[src/rtl/boot_sequencer_pkg.sv]
// Shared definitions for the boot sequencer: FSM states, command/opcode defaults
// and the instruction field split.
package boot_sequencer_pkg;

    typedef enum logic [2:0] {
        IDLE,
        LEN_LO,
        LEN_HI,
        RECV_LO,
        RECV_HI,
        RUN,
        HALTED
    } state_t;

    localparam logic [7:0]  START_CMD_DEF = 8'hA5;
    localparam logic [4:0]  HALT_OP_DEF   = 5'b00000;
    localparam int unsigned BITS_DEF      = 16;
    localparam int unsigned OP_FIELD_DEF  = 5;

    function automatic int unsigned dt_bits(input int unsigned bits);
        return bits - OP_FIELD_DEF;
    endfunction

    function automatic int unsigned op_bits(input int unsigned bits, input int unsigned dtbits);
        return bits - dtbits;
    endfunction

endpackage

[src/rtl/boot_sequencer_rx_watchdog.sv]
// Inter-byte watchdog: reloads on every kick, counts down while active and
// flags expiry once a full TIMEOUT of idle cycles has elapsed.
module rx_watchdog #(
    parameter int unsigned TIMEOUT = 1000000
) (
    input  logic clk,
    input  logic rst_n,
    input  logic kick,
    input  logic active,
    output logic expired
);

    localparam int unsigned W = $clog2(TIMEOUT + 1);
    localparam logic [W-1:0] RELOAD = W'(TIMEOUT);

    logic [W-1:0] count;

    always_ff @(posedge clk) begin
        if (!rst_n || !active || kick) begin
            count <= RELOAD;
        end else if (count != '0) begin
            count <= count - 1'b1;
        end
    end

    assign expired = active && !kick && (count == '0);

endmodule

[src/rtl/boot_sequencer.sv]
// Loads a UART-delivered program into program memory, then releases the CPU
// and supervises it until a HALT opcode is fetched.
module boot_sequencer
    import boot_sequencer_pkg::*;
#(
    parameter int unsigned     BITS      = BITS_DEF,
    parameter int unsigned     DTBITS    = dt_bits(BITS),
    parameter int unsigned     OPBITS    = op_bits(BITS, DTBITS),
    parameter logic [OPBITS-1:0] HALT_OP = OPBITS'(HALT_OP_DEF),
    parameter logic [7:0]      START_CMD = START_CMD_DEF,
    parameter int unsigned     TIMEOUT   = 1000000
) (
    input  logic              i_clk,
    input  logic              i_rst,
    input  logic [7:0]        i_rx_data,
    input  logic              i_rx_valid,
    input  logic [BITS-1:0]   i_instr,
    output logic              o_pm_we,
    output logic [DTBITS-1:0] o_pm_waddr,
    output logic [BITS-1:0]   o_pm_wdata,
    output logic              o_cpu_rst,
    output logic              o_cpu_en,
    output logic              o_done,
    output logic              o_error
);

    localparam int unsigned MAX_LEN = 2 ** DTBITS;

    state_t            state, state_d;
    logic [15:0]       len_q, len_d, len_new;
    logic [DTBITS:0]   cnt_q, cnt_d, cnt_inc;
    logic [7:0]        lo_q, lo_d;
    logic              pm_we_d, cpu_rst_d, cpu_en_d, done_d, error_d;
    logic [DTBITS-1:0] waddr_d;
    logic [BITS-1:0]   wdata_d;
    logic              load_state, wd_expired, halt_seen;
    logic              unused_instr_bits;

    assign load_state = (state == LEN_LO) || (state == LEN_HI) ||
                        (state == RECV_LO) || (state == RECV_HI);
    assign halt_seen  = o_cpu_en && (i_instr[BITS-1:DTBITS] == HALT_OP);
    assign unused_instr_bits = ^i_instr[DTBITS-1:0];

    rx_watchdog #(
        .TIMEOUT (TIMEOUT)
    ) u_rx_watchdog (
        .clk     (i_clk),
        .rst_n   (i_rst),
        .kick    (i_rx_valid),
        .active  (load_state),
        .expired (wd_expired)
    );

    always_comb begin
        state_d   = state;
        len_d     = len_q;
        cnt_d     = cnt_q;
        lo_d      = lo_q;
        pm_we_d   = 1'b0;
        waddr_d   = o_pm_waddr;
        wdata_d   = o_pm_wdata;
        cpu_rst_d = 1'b0;
        cpu_en_d  = 1'b0;
        done_d    = 1'b0;
        error_d   = 1'b0;
        len_new   = {i_rx_data, len_q[7:0]};
        cnt_inc   = cnt_q + 1'b1;

        unique case (state)
            IDLE: begin
                if (i_rx_valid && (i_rx_data == START_CMD)) begin
                    state_d = LEN_LO;
                end
            end
            LEN_LO: begin
                if (i_rx_valid) begin
                    len_d   = {8'h00, i_rx_data};
                    state_d = LEN_HI;
                end else if (wd_expired) begin
                    error_d = 1'b1;
                    state_d = IDLE;
                end
            end
            LEN_HI: begin
                if (i_rx_valid) begin
                    len_d = len_new;
                    if ((len_new == 16'd0) || (32'(len_new) > MAX_LEN)) begin
                        error_d = 1'b1;
                        state_d = IDLE;
                    end else begin
                        cnt_d   = '0;
                        state_d = RECV_LO;
                    end
                end else if (wd_expired) begin
                    error_d = 1'b1;
                    state_d = IDLE;
                end
            end
            RECV_LO: begin
                if (i_rx_valid) begin
                    lo_d    = i_rx_data;
                    state_d = RECV_HI;
                end else if (wd_expired) begin
                    error_d = 1'b1;
                    state_d = IDLE;
                end
            end
            RECV_HI: begin
                if (i_rx_valid) begin
                    pm_we_d = 1'b1;
                    waddr_d = cnt_q[DTBITS-1:0];
                    wdata_d = BITS'({i_rx_data, lo_q});
                    cnt_d   = cnt_inc;
                    state_d = (32'(cnt_inc) == 32'(len_q)) ? RUN : RECV_LO;
                end else if (wd_expired) begin
                    error_d = 1'b1;
                    state_d = IDLE;
                end
            end
            // RUN's first cycle is the final write cycle; the CPU is released one cycle later.
            RUN: begin
                cpu_rst_d = 1'b1;
                cpu_en_d  = 1'b1;
                if (halt_seen) begin
                    cpu_en_d = 1'b0;
                    done_d   = 1'b1;
                    state_d  = HALTED;
                end
            end
            HALTED: begin
                cpu_rst_d = 1'b1;
                done_d    = 1'b1;
                if (i_rx_valid && (i_rx_data == START_CMD)) begin
                    cpu_rst_d = 1'b0;
                    done_d    = 1'b0;
                    state_d   = LEN_LO;
                end
            end
            default: state_d = IDLE;
        endcase
    end

    always_ff @(posedge i_clk) begin
        if (!i_rst) begin
            state      <= IDLE;
            len_q      <= '0;
            cnt_q      <= '0;
            lo_q       <= '0;
            o_pm_we    <= 1'b0;
            o_pm_waddr <= '0;
            o_pm_wdata <= '0;
            o_cpu_rst  <= 1'b0;
            o_cpu_en   <= 1'b0;
            o_done     <= 1'b0;
            o_error    <= 1'b0;
        end else begin
            state      <= state_d;
            len_q      <= len_d;
            cnt_q      <= cnt_d;
            lo_q       <= lo_d;
            o_pm_we    <= pm_we_d;
            o_pm_waddr <= waddr_d;
            o_pm_wdata <= wdata_d;
            o_cpu_rst  <= cpu_rst_d;
            o_cpu_en   <= cpu_en_d;
            o_done     <= done_d;
            o_error    <= error_d;
        end
    end

endmodule

[config.mk]
export PLATFORM = sky130hd
export DESIGN_NAME = boot_sequencer
export DESIGN_NICKNAME = d
export VERILOG_FILES = /design/src/rtl/boot_sequencer_pkg.sv /design/src/rtl/boot_sequencer_rx_watchdog.sv /design/src/rtl/boot_sequencer.sv
export SDC_FILE = /design/constraint.sdc
export NUM_CORES = 1
export LEC_CHECK = 0
export ABC_CLOCK_PERIOD_IN_PS = 6250
export BUFFER_PORTS_ARGS = -buffer_cell sky130_fd_sc_hd__buf_2
export CAP_MARGIN = 30
export CORE_ASPECT_RATIO = 1.75
export CORE_MARGIN = 2
export CORE_UTILIZATION = 45
export CTS_CLUSTER_DIAMETER = 200
export DETAILED_ROUTE_END_ITERATION = 10
export PLACE_DENSITY = 0.65
export SETUP_SLACK_MARGIN = 0.5
export SLEW_MARGIN = 10
export SYNTH_ARGS = -nofsm -noshare
export SYNTH_HDL_FRONTEND = slang
export SYNTH_SLANG_ARGS = --single-unit
[constraint.sdc]
create_clock -name i_clk -period 6.25 [get_ports i_clk]
set_input_delay 0.625 -clock i_clk [delete_from_list [all_inputs] [get_ports i_clk]]
set_output_delay 0.625 -clock i_clk [all_outputs]
set_load 0.03 [all_outputs]
==> impl_results.md <==
* Hold Vio Cnt, Final at 0
* Antenna Nets Post-Route at 0
* Initial antenna violation count at 0
* Actual slew at the worst max-slew pin at 919.4 ps
* # setup viols final at 0
* Net Sw Frac at 21.39%
* Postcts setup bufs at 0
* Dominant cells by area after synthesis: dfxtp_1 (44%), nand2_1 (10%), a21oi_1 (6.4%)
* Post-DP Area at 4431 sq um
* Crit-path max cell delay at 540 ps
* Routability cong. at 0.8657
* Post-Synthesis Cells at 525
* Post-synthesis sequential area ratio at 44.11%
* FF+latch count, synth at 91
* 1st-iter DRT viols at 234
* Diodes inserted at 0
* Post-DP HPWL at 7.706 mm
* Layout cell share with drive strength beyond 1 at 13.44%
* PostCTS Resize Cnt at 0
* Most common cell after layout, fill and taps aside: nand2_1
* Root Driver: clkbuf_16
* Top delay family on crit path: simple AND/OR/NAND/NOR gates
* RSZ-0062 raised after global routing: no
* PortBufs at 47
* CTS Hold Bufs at 0
* Mean post-synth cell area at 7.867 sq um
* CP max FO at 7
* WHS Endpoint: o_pm_waddr[4]$_SDFFE_PN0P_
* WS Path Type: flop to flop
* Lkg Pwr at 1.804 nW
* Reg2Reg Depth at 7
* Psw at 0.0002473 W
* CP required at 6460 ps
* Max-cap check violation count at 0
* 1st-pass router iterations at 5
* Worst Setup End Kind: flop
* Cell row count at 46
* Internal power at 0.0009090 W
* Hold Path Depth at 2
* Num Clock Sinks at 91
* Headroom to the max-slew limit at 38.62%
* Worst Skew at 5.340 ps
* Final Cell Area at 4735 sq um
* EDFF count, synth at 0
* Top-area cell type share of the netlist area at 44.11%
* Internal reg-to-reg setup slack at 3880 ps
* Post-route DRC at 0
* CP Buf/Inv Count at 0
* GRT Resource Usage Total at 21.46%
* Sequential power share at 50.2%
* Io pins at 59
* Clock network fraction of total power at 47.7%
* Synth unique cells at 52
* Fin crit period at 2368 ps
* Die area at 9991 sq um
* Clock slew at reported path FFs at 60 ps
* WL per Instance at 15.50 microns
* Initial Util at 46.00%
* Clk Latency, worst-skew pair at 340 ps
* Largest net degree at the start of global routing at 56
* CTS max path bufs at 2
* Post-synthesis net count at 555
* Die width at 76.42 microns
* Crit path launch type: flop
* Die height at 130.7 microns
* Power Density at 244.2 nW/um^2
* Worst r2r src: cnt_q[0]$_SDFFE_PN0P_
* Hold WC Path Type: flop to flop
* CP cell instances: ha_1 -> xor2_1 -> a311oi_1 -> nand4_1 -> nor4_1 -> and4_1 -> o211ai_1
* Cell taking the most area after synthesis: dfxtp_1
* YS warnings at 0
* Maximum vdd drop at 0.2234 mV
* Most used flip-flop cell after synthesis: dfxtp_1
* Grt total ovfl at 0
* Vias/cell at 5.528
* Most frequent cells in the layout: nand2_1 (113), dfxtp_1 (91), a21oi_1 (53), buf_2 (47), nor2_1 (37)
* Nets at 583
* Outcome: finished, final reports clean
* Slew Viols, Final at 0
* Gate power share at 2.1%
* Critical Path Slowest Stage Cell: dfxtp_1
* Hold Path Origin: o_pm_waddr[4]$_SDFFE_PN0P_
* R2R Path End: state[1]$_SDFFE_PN0P_
* Vias in the first global route at 3471
* Arr. time, crit path at 2580 ps
* Core Region at 8979 sq um
* Tcrit/Tclk final at 37.89%
* Fmax achieved at 422.2 MHz
* Setup_tns at 0 ps
* First-pass GRT wire length at 16.91 mm
* CTS H-tree lvls at 3
* Area grow syn2layout at 14.63%
* CTS tree: yes
* Via count at 3748
* Cell area after synthesis at 4130 sq um
* Num CTS Buffers at 9
* WL final at 10.51 mm
* Async SR Flop Fraction at 0%
per-stage QoR:
stage	hold slack [ps]	power (W)	cells	setup slack (ps)	utilization (%)
after floorplan	432.2	0.0006051	525	3932	-
after global placement	439.2	0.0006170	659	3325	48.93
after detailed placement	444.2	0.0006172	662	3661	49.35
after CTS	453.1	0.001169	678	3920	52.73
after global routing	466.9	0.001190	678	3795	52.73
final	450.2	0.001156	678	3882	52.73
state kept, by name (all words and copies together) (netlist names):
| register | cells |
|---|---|
| cnt_q | 12 |
| len_q | 16 |
| lo_q | 8 |
| o_cpu_en | 1 |
| o_cpu_rst | 1 |
| o_done | 1 |
| o_error | 1 |
| o_pm_waddr | 11 |
| o_pm_wdata | 16 |
| o_pm_we | 1 |
| state | 3 |
| u_rx_watchdog.count | 20 |
cells in the mapped netlist (4+ instances only):
master / instances
clkbuf_1: 30
xnor2_1: 15
nand4_1: 9
a31oi_1: 8
a22oi_1: 8
nor2_1: 37
o21ai_0: 19
and3_1: 8
nand2_1: 113
nand3b_1: 4
nor2b_1: 4
dfxtp_1: 91
a21oi_1: 53
nor3_1: 23
inv_1: 7
nor4_1: 12
nand3_1: 14
xor2_1: 11
or4_1: 4
tightest hold or removal path, stage by stage (launching register included):
cell and delay (ps):
dfxtp_1 310, nand2_1 50, a21oi_1 50
routing by layer:
| layer | track usage, % | wire length (microns) | share of wire, % | up-vias |
|---|---|---|---|---|
| met5 | 0 | 0 | 0 | - |
| met4 | 12.30 | 365 | 3.5 | 0 |
| met3 | 4.121 | 352 | 3.4 | 23 |
| met2 | 40.45 | 5830 | 55 | 79 |
| met1 | 22.16 | 3959 | 38 | 1761 |
| li1 | - | - | - | 1885 |
worst max-delay path by stage:
stage	startpoint	end	slack, ps	depth (start not counted)
final	cnt_q[0]$_SDFFE_PN0P_	state[1]$_SDFFE_PN0P_	3880	7
after global routing	cnt_q[0]$_SDFFE_PN0P_	state[1]$_SDFFE_PN0P_	3790	7
after CTS	cnt_q[0]$_SDFFE_PN0P_	state[1]$_SDFFE_PN0P_	3920	7
after detailed placement	i_rx_data[4]	cnt_q[2]$_SDFFE_PN0P_	3660	7
after global placement	i_rx_valid	cnt_q[9]$_SDFFE_PN0P_	3330	5
after floorplan	i_rx_data[3]	state[1]$_SDFFE_PN0P_	3930	7
power groups by stage:
| stage | sequential [W] | clock (W) | combinational (W) |
|---|---|---|---|
| 6_report | 0.000580 | 0.000552 | 0.0000244 |
| 5_1_grt | 0.000580 | 0.000584 | 0.0000263 |
| 4_1_cts | 0.000580 | 0.000565 | 0.0000241 |
| 3_5_place_dp | 0.000593 | 0 | 0.0000241 |
| 3_3_place_gp | 0.000593 | 0 | 0.0000238 |
| 2_1_floorplan | 0.000593 | 0 | 0.0000120 |
cells by family (layout without fill, tap and decap cells):
family / Yosys count / in the layout / synth area share, %
AND/OR/NAND/NOR: 252 / 252 / 29.60
AO/OA/AOI/OAI: 108 / 108 / 15.27
flip-flops: 91 / 91 / 44.11
buffers and inverters: 42 / 75 / 3.878
XOR/XNOR: 26 / 26 / 5.514
adder cells (fa/ha/maj): 3 / 3 / 0.9089
multiplexers: 3 / 3 / 0.7271
area by class of cell:
class / count / area (sq um)
multi-input combinational: 392 / 2148
fill: 942 / 4244
clock buffer: 11 / 242.7
inverter: 8 / 30.03
clock inverter: 5 / 61.31
timing repair buffer: 51 / 280.3
sequential: 91 / 1822
tap: 120 / 150.1
Note: power is estimated with default switching activity, not from simulation.
